## src/rtl/alu_pack_pkg.sv

```systemverilog
// alu_pack_pkg: shared constants, packet-size helper and FSM encoding
// for the alu_result_packer slice.
package alu_pack_pkg;

  // Width of one packet byte on the output stream.
  localparam int BYTE_W = 8;

  // All-ones pattern used as the saturation ceiling of the drop counter.
  // Sliced down to the counter width at the point of use.
  localparam logic [31:0] DROP_SAT_ALL_ONES = '1;

  // Packer FSM encoding. CHK is only reachable when the checksum byte is enabled.
  typedef enum logic [1:0] {
    IDLE = 2'd0,
    SEND = 2'd1,
    CHK  = 2'd2
  } pack_state_t;

  // Number of whole bytes needed to carry a result of result_w bits.
  function automatic int num_bytes(input int result_w);
    return (result_w + BYTE_W - 1) / BYTE_W;
  endfunction

endpackage

```

## src/rtl/alu_result_packer_fifo.sv

```systemverilog
// result_fifo: synchronous FIFO holding arithmetic results awaiting packing.
// A push while full is still accepted when a pop frees a slot on the same edge.
// DEPTH must be a power of two (2..16).
module result_fifo
  import alu_pack_pkg::*;
#(
  parameter int DEPTH = 4,
  parameter int WIDTH = 33
) (
  input  logic             CLK_pack,
  input  logic             RST_pack,
  input  logic             push,
  input  logic [WIDTH-1:0] push_data,
  input  logic             pop,
  output logic [WIDTH-1:0] head_data,
  output logic             push_accept,
  output logic             full,
  output logic             empty
);

  localparam int AW = $clog2(DEPTH);

  logic [WIDTH-1:0] mem_reg [DEPTH];
  logic [AW:0]      wr_ptr_reg;
  logic [AW:0]      rd_ptr_reg;
  logic             do_push;
  logic             do_pop;

  // Extra pointer MSB distinguishes full from empty when the indices match.
  assign empty = (wr_ptr_reg == rd_ptr_reg);
  assign full  = (wr_ptr_reg[AW] != rd_ptr_reg[AW]) &&
                 (wr_ptr_reg[AW-1:0] == rd_ptr_reg[AW-1:0]);

  assign do_pop      = pop && !empty;
  assign do_push     = push && (!full || do_pop);
  assign push_accept = do_push;

  // Head of queue is visible combinationally so the packer can load it on the pop edge.
  assign head_data = mem_reg[rd_ptr_reg[AW-1:0]];

  // Storage array: written on accepted pushes, contents need no reset.
  always_ff @(posedge CLK_pack) begin
    if (do_push) begin
      mem_reg[wr_ptr_reg[AW-1:0]] <= push_data;
    end
  end

  // Read/write pointer advance.
  always_ff @(posedge CLK_pack or negedge RST_pack) begin
    if (!RST_pack) begin
      wr_ptr_reg <= '0;
      rd_ptr_reg <= '0;
    end else begin
      if (do_push) begin
        wr_ptr_reg <= wr_ptr_reg + (AW+1)'(1);
      end
      if (do_pop) begin
        rd_ptr_reg <= rd_ptr_reg + (AW+1)'(1);
      end
    end
  end

endmodule

```

## src/rtl/alu_result_packer.sv

```systemverilog
// alu_result_packer: queues signed arithmetic results and streams each one as a
// little-endian, sign-extended byte packet over a valid/ready byte interface.
// Results arriving with the queue full are dropped and counted (saturating).
// Build option: define ALU_PACK_CHECKSUM_EN to append an XOR checksum byte
// to every packet (Byte_Last then marks the checksum byte).
module alu_result_packer
  import alu_pack_pkg::*;
#(
  parameter int WIDTH_OUT_DATA = 32,
  parameter int FIFO_DEPTH     = 4,
  parameter int DROP_CNT_W     = 8
) (
  input  logic                        CLK_pack,
  input  logic                        RST_pack,
  input  logic signed [WIDTH_OUT_DATA:0] Arith_OUT_pack,
  input  logic                        Arith_Flag_pack,
  output logic [BYTE_W-1:0]           Byte_Data,
  output logic                        Byte_Valid,
  input  logic                        Byte_Ready,
  output logic                        Byte_Last,
  output logic                        Pack_Busy,
  output logic [DROP_CNT_W-1:0]       Drop_Cnt
);

  localparam int RES_W     = WIDTH_OUT_DATA + 1;
  localparam int NUM_BYTES = num_bytes(RES_W);
  localparam int PACK_W    = NUM_BYTES * BYTE_W;
  localparam int IDX_W     = $clog2(NUM_BYTES + 1);
  localparam logic [IDX_W-1:0]      LAST_IDX = IDX_W'(NUM_BYTES - 1);
  localparam logic [DROP_CNT_W-1:0] DROP_MAX = DROP_SAT_ALL_ONES[DROP_CNT_W-1:0];

  pack_state_t             state_reg;
  logic [PACK_W-1:0]       shift_reg;
  logic [PACK_W-1:0]       shift_next;
  logic [PACK_W-1:0]       head_ext;
  logic [BYTE_W-1:0]       byte_data_reg;
  logic                    byte_valid_reg;
  logic                    byte_last_reg;
  logic [IDX_W-1:0]        idx_reg;
  logic [DROP_CNT_W-1:0]   drop_cnt_reg;
  logic [RES_W-1:0]        fifo_head;
  logic                    fifo_full;
  logic                    fifo_empty;
  logic                    fifo_pop;
  logic                    fifo_push_accept;
  logic                    xfer;
`ifdef ALU_PACK_CHECKSUM_EN
  logic [BYTE_W-1:0]       chk_reg;
`endif

  result_fifo #(
    .DEPTH (FIFO_DEPTH),
    .WIDTH (RES_W)
  ) u_fifo (
    .CLK_pack    (CLK_pack),
    .RST_pack    (RST_pack),
    .push        (Arith_Flag_pack),
    .push_data   (Arith_OUT_pack),
    .pop         (fifo_pop),
    .head_data   (fifo_head),
    .push_accept (fifo_push_accept),
    .full        (fifo_full),
    .empty       (fifo_empty)
  );

  // The packer only pops while idle; that pop frees a slot for a same-edge push.
  assign fifo_pop   = (state_reg == IDLE) && !fifo_empty;
  assign xfer       = byte_valid_reg && Byte_Ready;
  assign head_ext   = PACK_W'($signed(fifo_head));
  assign shift_next = shift_reg >> BYTE_W;

  assign Byte_Data  = byte_data_reg;
  assign Byte_Valid = byte_valid_reg;
  assign Byte_Last  = byte_last_reg;
  assign Pack_Busy  = !fifo_empty || (state_reg != IDLE);
  assign Drop_Cnt   = drop_cnt_reg;

  // Packet FSM: load a result from the queue, then shift it out one byte per transfer.
  always_ff @(posedge CLK_pack or negedge RST_pack) begin
    if (!RST_pack) begin
      state_reg      <= IDLE;
      shift_reg      <= '0;
      byte_data_reg  <= '0;
      byte_valid_reg <= 1'b0;
      byte_last_reg  <= 1'b0;
      idx_reg        <= '0;
`ifdef ALU_PACK_CHECKSUM_EN
      chk_reg        <= '0;
`endif
    end else begin
      case (state_reg)
        IDLE: begin
          if (!fifo_empty) begin
            shift_reg      <= head_ext;
            byte_data_reg  <= head_ext[BYTE_W-1:0];
            byte_valid_reg <= 1'b1;
            idx_reg        <= '0;
            state_reg      <= SEND;
`ifdef ALU_PACK_CHECKSUM_EN
            chk_reg        <= '0;
            byte_last_reg  <= 1'b0;
`else
            byte_last_reg  <= (LAST_IDX == '0);
`endif
          end
        end
        SEND: begin
          if (xfer) begin
`ifdef ALU_PACK_CHECKSUM_EN
            chk_reg <= chk_reg ^ byte_data_reg;
`endif
            if (idx_reg == LAST_IDX) begin
`ifdef ALU_PACK_CHECKSUM_EN
              // Final data byte accepted: present the running XOR as a trailer.
              byte_data_reg <= chk_reg ^ byte_data_reg;
              byte_last_reg <= 1'b1;
              state_reg     <= CHK;
`else
              byte_data_reg  <= '0;
              byte_valid_reg <= 1'b0;
              byte_last_reg  <= 1'b0;
              state_reg      <= IDLE;
`endif
            end else begin
              idx_reg       <= idx_reg + IDX_W'(1);
              shift_reg     <= shift_next;
              byte_data_reg <= shift_next[BYTE_W-1:0];
`ifndef ALU_PACK_CHECKSUM_EN
              byte_last_reg <= ((idx_reg + IDX_W'(1)) == LAST_IDX);
`endif
            end
          end
        end
`ifdef ALU_PACK_CHECKSUM_EN
        CHK: begin
          if (xfer) begin
            byte_data_reg  <= '0;
            byte_valid_reg <= 1'b0;
            byte_last_reg  <= 1'b0;
            state_reg      <= IDLE;
          end
        end
`endif
        default: begin
          byte_valid_reg <= 1'b0;
          byte_last_reg  <= 1'b0;
          state_reg      <= IDLE;
        end
      endcase
    end
  end

  // Saturating count of results the queue could not accept.
  always_ff @(posedge CLK_pack or negedge RST_pack) begin
    if (!RST_pack) begin
      drop_cnt_reg <= '0;
    end else if (Arith_Flag_pack && !fifo_push_accept && (drop_cnt_reg != DROP_MAX)) begin
      drop_cnt_reg <= drop_cnt_reg + DROP_CNT_W'(1);
    end
  end

endmodule
```

## config.mk

```make
export PLATFORM = sky130hd
export DESIGN_NAME = alu_result_packer
export DESIGN_NICKNAME = d
export VERILOG_FILES = /design/src/rtl/alu_pack_pkg.sv /design/src/rtl/alu_result_packer_fifo.sv /design/src/rtl/alu_result_packer.sv
export SDC_FILE = /design/constraint.sdc
export NUM_CORES = 1
export LEC_CHECK = 0
export CAP_MARGIN = 20
export CORE_MARGIN = 10
export CORE_UTILIZATION = 30
export DETAILED_ROUTE_END_ITERATION = 10
export SETUP_SLACK_MARGIN = 0.02
export SKIP_LAST_GASP = 1
export SYNTH_ARGS = -nofsm -noshare
export SYNTH_HDL_FRONTEND = slang
export SYNTH_HIERARCHICAL = 1
export SYNTH_SLANG_ARGS = --single-unit
```

## constraint.sdc

```tcl
create_clock -name CLK_pack -period 4.9 [get_ports CLK_pack]
set_input_delay 0.98 -clock CLK_pack [delete_from_list [all_inputs] [get_ports CLK_pack]]
set_output_delay 0.98 -clock CLK_pack [all_outputs]
set_load 0.03 [all_outputs]
```

==> reports/qor.yml, run 1 <==
htree_num_levels: 4
clock_sink_count: 184
drc_errors: 0
fillers: 2237
leakage_power_nw: 3.187
maxCapViolations: 0
post_synth_and_or_nand_nor_area_fraction_pct: 4.459
maxSlewHeadroom_pct: 51.91
synth_enable_flop_cells: 132
cts_tree: "done"
crit_required_ps: 5210
areaGrowthSynthToFinish_pct: 21.17
grt_overflow_total: 0
tritoncts.num_buffers: 17
vias_after_detailed_routing: 3766
crit_arrival_ps: 3550
crit_path_max_fanout: 12
number_of_antenna_violations_at_the_first_check_in_global_routing: 1
ctsLongestPathBuffers: 2
grt.total_usage_pct: 9.750
fin_tns_setup_ps: 0
synth_compound_area_share_pct: 5.621
post_synth_num_cell_types: 45
post-place-cells: 796
synth.yosys.seq_area_share_pct: 71.89
routabilityCongestion: 0.7229
mean_instance_size_in_the_synthesized_netlist_sq_um: 17.15
syn_nets: 473
post-route-period-util_pct: 66.12
total_switching_power_w: 0.001674
drt-initial-drc-count: 276
wire_length_of_the_first_global_routing_pass_mm: 23.28
finalCriticalPeriod_ps: 3240
clock_skew_ps: 9.276
placementRows: 57
worst_setup_path_class: "reg -> reg"
final_core_utilization_pct: 36.70
grt_pass1_vias: 4076
timing.hold.worst.class: "reg -> reg"
die_x_um: 176.2
p_seq_share_pct: 43.0
post_synth_xor_area_fraction_pct: 1.555
final_cells: 829
tightest_slew_ps: 721.4
postSynthRegisterBits: 184
holdBufCountCts: 0
yosysWarnings: 6
grt_setup_unrepaired: "no"
dpl.hpwl_mm: 9.319
finish.net_count: 538
setup-violations-final: 0
synth_top_family_by_area: "multiplexers"
postCtsSetupBuffers: 0
post-synth-top-count-cell: "edfxtp_1"
synth.top_cells.by_area: "edfxtp_1, dfrtp_1, mux4_2, nand2_1, mux2i_1"
die_h_um: 176.2
maximum_number_of_pins_on_one_net_before_global_route_repair: 53
port-buffer-count: 55
postCtsResizedCells: 0
adder_and_majority_cell_fraction_of_the_synthesized_area_pct: 1.538
worst_skew_pair.late_latency_ps: 420
syn-instance-count: 427
register_clock_pin_slew_on_the_reported_worst_setup_and_hold_paths_ps: 70
report.final.hold_viol_count: 0
antenna_cells: 0
routed_via_density: 4.543
synth_largest_area_cell: "edfxtp_1"
power_density_nw_per_um2: 594.4
synthMuxAreaShare_pct: 13.00
start_util_pct: 30.29
maxClockFrequency_mhz: 308.6
layout-drive-gt1-share_pct: 17.43
timing.critical_path.from_type: "register"
synthArstFlopShare_pct: 28.26
p_int_w: 0.003600
drtPass1Iterations: 4
power.clock.fraction_pct: 26.0
peakVddDrop_v: 0.0002455
run_status: "completed"
drv_slew: 0
pin_count: 56
power_switching_share_pct: 31.75
wirelength_mm: 14.47
area_share_of_the_largest_cell_type_after_synthesis_pct: 54.13
post_synthesis_instance_area_sq_um: 7323
synth-main-ff-cell: "edfxtp_1"
largest_register_ffs: 132
synth_commonest_cells: "edfxtp_1, dfrtp_1, nand2_1"
combinationalPowerShare_pct: 31.0
dieArea_sq_um: 31060
clock-root-buffer: "clkbuf_16"
setup.worst_path.end_class: "register"
wire_per_inst_um: 17.45
core_area_sq_um: 24180
postRouteAntennaNets: 0
final timing paths:
kind | startpoint | to | slack, ps | depth (start not counted)
worst min-delay path | shift_reg[22] | shift_reg[22] | 480 | 2
min in group asynchronous | RST_pack | Drop_Cnt[2] | 660 | 2
worst max register to register | u_fifo/wr_ptr_reg[0] | Drop_Cnt[6] | 1660 | 10
worst max-delay path | u_fifo/wr_ptr_reg[0] | Drop_Cnt[6] | 1660 | 10
worst min register to register | shift_reg[22] | shift_reg[22] | 480 | 2
max in group asynchronous | RST_pack | u_fifo/rd_ptr_reg[0] | 3730 | 2
cells by family (layout without fill, tap and decap cells):
family                     count (synthesis)  after routing
and+or+nand+nor                           74             74
AOI/OAI and AO/OA                         67             67
adders and majority gates                  9              9
buffers and inverters                     30            108
muxes                                     53             53
xor gates and xnor gates                  10             10
DFF                                      184            184
per-stage QoR:
step                setup WS [ps]  hold WS (ps)  power [W]  instance area, sq um
floorplan                    1413         449.6   0.003435                  7323
global placement             1759         464.7   0.003906                  8258
detailed placement           1658         473.6   0.003968                  8258
CTS                          1657         487.7   0.005350                  8853
global route                 1371         526.6   0.005588                  8874
finish                       1660         482.7   0.005274                  8874
layout make-up:
cell class | instances | area (sq um) | share of cell area (%)
Clock buffer | 20 | 446.7 | 5.034
Clock inverter | 12 | 148.9 | 1.678
Inverter | 12 | 45.04 | 0.5076
Multi-Input combinational cell | 213 | 1936 | 21.81
Sequential cell | 184 | 5266 | 59.35
Tap cell | 324 | 405.4 | 4.569
Timing Repair Buffer | 64 | 625.6 | 7.050
worst max-delay path, cell delays in order (launching register included):
cell     delay [ps]
dfrtp_1         480
xor2_4          230
nor3_1          270
or2_1           360
inv_2           190
o41ai_4         630
inv_1            80
nor2b_1         220
and3_1          260
nand4_1         120
mux2_2          280
power groups by stage:
stage / Clock [W] / Combinational (W) / Sequential (W)
2_1_floorplan: 0 / 0.00106 / 0.00238
3_3_place_gp: 0 / 0.00163 / 0.00228
3_5_place_dp: 0 / 0.00166 / 0.00231
4_1_cts: 0.00141 / 0.00167 / 0.00227
5_1_grt: 0.00148 / 0.00180 / 0.00231
6_report: 0.00137 / 0.00164 / 0.00227
cell usage in the layout, fill, tap and decap left out, types with 5 or more instances in the layout:
| cell | synthesis | final |
|---|---|---|
| buf_4 | 3 | 8 |
| xnor2_1 | 7 | 7 |
| o21ai_0 | 32 | 32 |
| ha_1 | 9 | 9 |
| inv_1 | 10 | 10 |
| nand2_1 | 44 | 44 |
| nand3_1 | 5 | 5 |
| edfxtp_1 | 132 | 132 |
| a21oi_1 | 20 | 19 |
| mux2i_1 | 16 | 16 |
| clkbuf_16 | 0 | 17 |
| clkdlybuf4s50_1 | 0 | 54 |
| mux4_2 | 33 | 33 |
| nor2_1 | 10 | 7 |
| dfrtp_1 | 52 | 51 |
routing by layer:
metal / share of wire [%] / vias up / GRT usage, %
met5: 0.12 / - / 0
met4: 1.6 / 2 / 3.709
met3: 3.7 / 18 / 2.606
met2: 48 / 66 / 15.66
met1: 46 / 1909 / 12.36
li1: - / 1771 / -
Note: power is estimated with default switching activity, not from simulation.
==> run 2: changes to the inputs <==
Clock period 4.9 ns to 2.7 ns, I/O delays scaled along.
==> reports/qor.yml, run 2 (synthesis results as in run 1) <==
leakage_power_nw: 3.217  # +0.95%
core_area_sq_um: 24180  # unchanged
worst_r2r_path_depth: 10  # unchanged
maxSlewHeadroom_pct: 51.68  # -0.22 points
wirelength_met1_mm: 6.305  # -5.8%
setup-violations-final: 0  # unchanged
areaGrowthSynthToFinish_pct: 21.72
tightest_slew_ps: 724.7  # +3.350 ps
placementRows: 57  # unchanged
dieArea_sq_um: 31060  # unchanged
final_common_cell: "edfxtp_1"
routed-wl-met3_um: 876  # +65%
wire_length_of_the_first_global_routing_pass_mm: 23.29  # about the same
worstReg2RegStart: "u_fifo/wr_ptr_reg[0]"
p_int_w: 0.006412  # +78%
maxCapViolations: 0  # unchanged
pin_count: 56  # unchanged
finish.net_count: 546  # +1.5%
post-route-period-util_pct: 92.95  # +27 points
final.hold.worst_slack_ps: 208.0  # -274.7 ps
drc_errors: 0  # unchanged
vias_after_detailed_routing: 3849  # +2.2%
layout-drive-gt1-share_pct: 18.91  # +1.5 points
dpl.hpwl_mm: 9.669  # +3.8%
die_h_um: 176.2  # unchanged
htree_num_levels: 4  # unchanged
postCtsSetupBuffers: 0  # unchanged
layout.cells.most_common_list: "edfxtp_1, clkdlybuf4s50_1, dfrtp_1"
clock-root-buffer: "clkbuf_16"
grt_pass1_vias: 4185  # +2.7%
maxClockFrequency_mhz: 398.5  # +29%
p_seq_share_pct: 43.2  # +0.2 points
peakVddDrop_v: 0.0004540  # +85%
timing.critical_path.from_type: "register"
crit_path_max_fanout: 8  # -4
postCtsResizedCells: 0  # unchanged
setup.worst_path.end_class: "register"
wl_met2_mm: 7.276  # +3.9%
drtPass1Iterations: 4  # unchanged
crit_arrival_ps: 2830  # -720 ps
port-buffer-count: 55  # unchanged
drv_slew: 0  # unchanged
run_status: "completed"
routabilityCongestion: 0.7382  # +2.1%
die_x_um: 176.2  # unchanged
crit_required_ps: 3020  # -2190 ps
grt_setup_unrepaired: "no"
clock_sink_count: 184  # unchanged
drt-initial-drc-count: 311  # +13%
postRouteAntennaNets: 0  # unchanged
grt.total_usage_pct: 9.745  # about the same
largest_register_ffs: 132  # unchanged
uppermost_signal_routing_layer_after_detailed_routing: "met4"
holdBufCountCts: 0  # unchanged
timing.reg2reg.setup_slack_ps: 190  # -1470 ps
clock_skew_ps: 8.742  # -0.5338 ps
ctsLongestPathBuffers: 2  # unchanged
r2r_end: "Drop_Cnt[6]"
wire_per_inst_um: 17.45  # about the same
power_switching_share_pct: 32.86  # +1.1 points
power.clock.fraction_pct: 24.9  # -1.1 points
timing.hold.worst.class: "in -> async"
routed_via_density: 4.599  # +1.2%
grt_overflow_total: 0  # unchanged
start_util_pct: 30.29  # unchanged
finalCriticalPeriod_ps: 2510  # -730.4 ps
combinationalPowerShare_pct: 31.9  # +0.9 points
number_of_antenna_violations_at_the_first_check_in_global_routing: 0  # -1
antenna_cells: 0  # unchanged
register_clock_pin_slew_on_the_reported_worst_setup_and_hold_paths_ps: 70  # about the same
wirelength_mm: 14.61  # +0.96%
power_density_nw_per_um2: 1071  # +80%
maximum_number_of_pins_on_one_net_before_global_route_repair: 53  # unchanged
report.final.hold_viol_count: 0  # unchanged
total_switching_power_w: 0.003139  # +87%
worst_skew_pair.late_latency_ps: 430  # about the same
worst_setup_path_class: "reg -> reg"
cts_tree: "done"
final_core_utilization_pct: 36.87  # +0.17 points
tritoncts.num_buffers: 17  # unchanged
run 2: cell types whose count changed in the layout (fill, tap and decap cells not counted), sizes merged:
cell	previous run	this run
buf	10	19
inv	13	20
clkinv	5	2
bufinv	3	1
clkbuf	20	19
clkdlybuf4s50	54	53
clkinvlp	3	2
run 2: area by class of cell:
type | instances | area [sq um]
clock buffers | 19 | 432.9
well taps | 324 | 405.4
fillers | 2234 | 15260
clock inverters | 13 | 132.6
multi-input cells | 213 | 1936
flip-flops and latches | 184 | 5266
inverters | 12 | 45.04
repair buffers | 72 | 695.7
run 2: worst max-delay path, cell delays in order (launching register included):
cell and delay (ps):
dfrtp_1 490, xor2_4 230, nor3_1 290, or2_1 180, inv_2 60, o41ai_4 220, inv_1 70, nor2b_1 210
and3_1 250, nand4_1 120, mux2_2 280
run 2: worst max path at each step:
stage / from / endpoint / slack (ps)
floorplan: u_fifo/rd_ptr_reg[1] / u_fifo/mem_reg[0][0] / -80
global placement: u_fifo/wr_ptr_reg[0] / Drop_Cnt[6] / 320
detailed placement: u_fifo/wr_ptr_reg[0] / Drop_Cnt[6] / 200
CTS: u_fifo/wr_ptr_reg[0] / Drop_Cnt[6] / 180
global route: u_fifo/wr_ptr_reg[0] / Drop_Cnt[6] / 40
finish: u_fifo/wr_ptr_reg[0] / Drop_Cnt[6] / 190
run 2: metrics by stage:
step / TNS [ps] / worst slack, ps / power (W) / instance area (sq um) / std cells
after floorplan: -8145 / -82.27 / 0.006246 / 7342 / 427
after global placement: 0 / 320.6 / 0.007185 / 8348 / 805
after detailed placement: 0 / 203.4 / 0.007306 / 8348 / 805
after CTS: 0 / 184.8 / 0.009696 / 8914 / 837
after global routing: 0 / 37.07 / 0.01011 / 8914 / 837
final: 0 / 190.5 / 0.009550 / 8914 / 837
run 2: power groups by stage:
| stage | Sequential [W] | Clock (W) | Combinational [W] |
|---|---|---|---|
| 2_1_floorplan | 0.00430 | 0 | 0.00195 |
| 3_3_place_gp | 0.00413 | 0 | 0.00305 |
| 3_5_place_dp | 0.00419 | 0 | 0.00311 |
| 4_1_cts | 0.00413 | 0.00244 | 0.00313 |
| 5_1_grt | 0.00420 | 0.00258 | 0.00333 |
| 6_report | 0.00412 | 0.00238 | 0.00304 |
run 2: per-layer routing:
metal	vias up	GRT usage, %
met2	75	15.87
met4	0	2.967
li1	1788	-
met1	1973	11.96
met3	13	3.396
met5	-	0
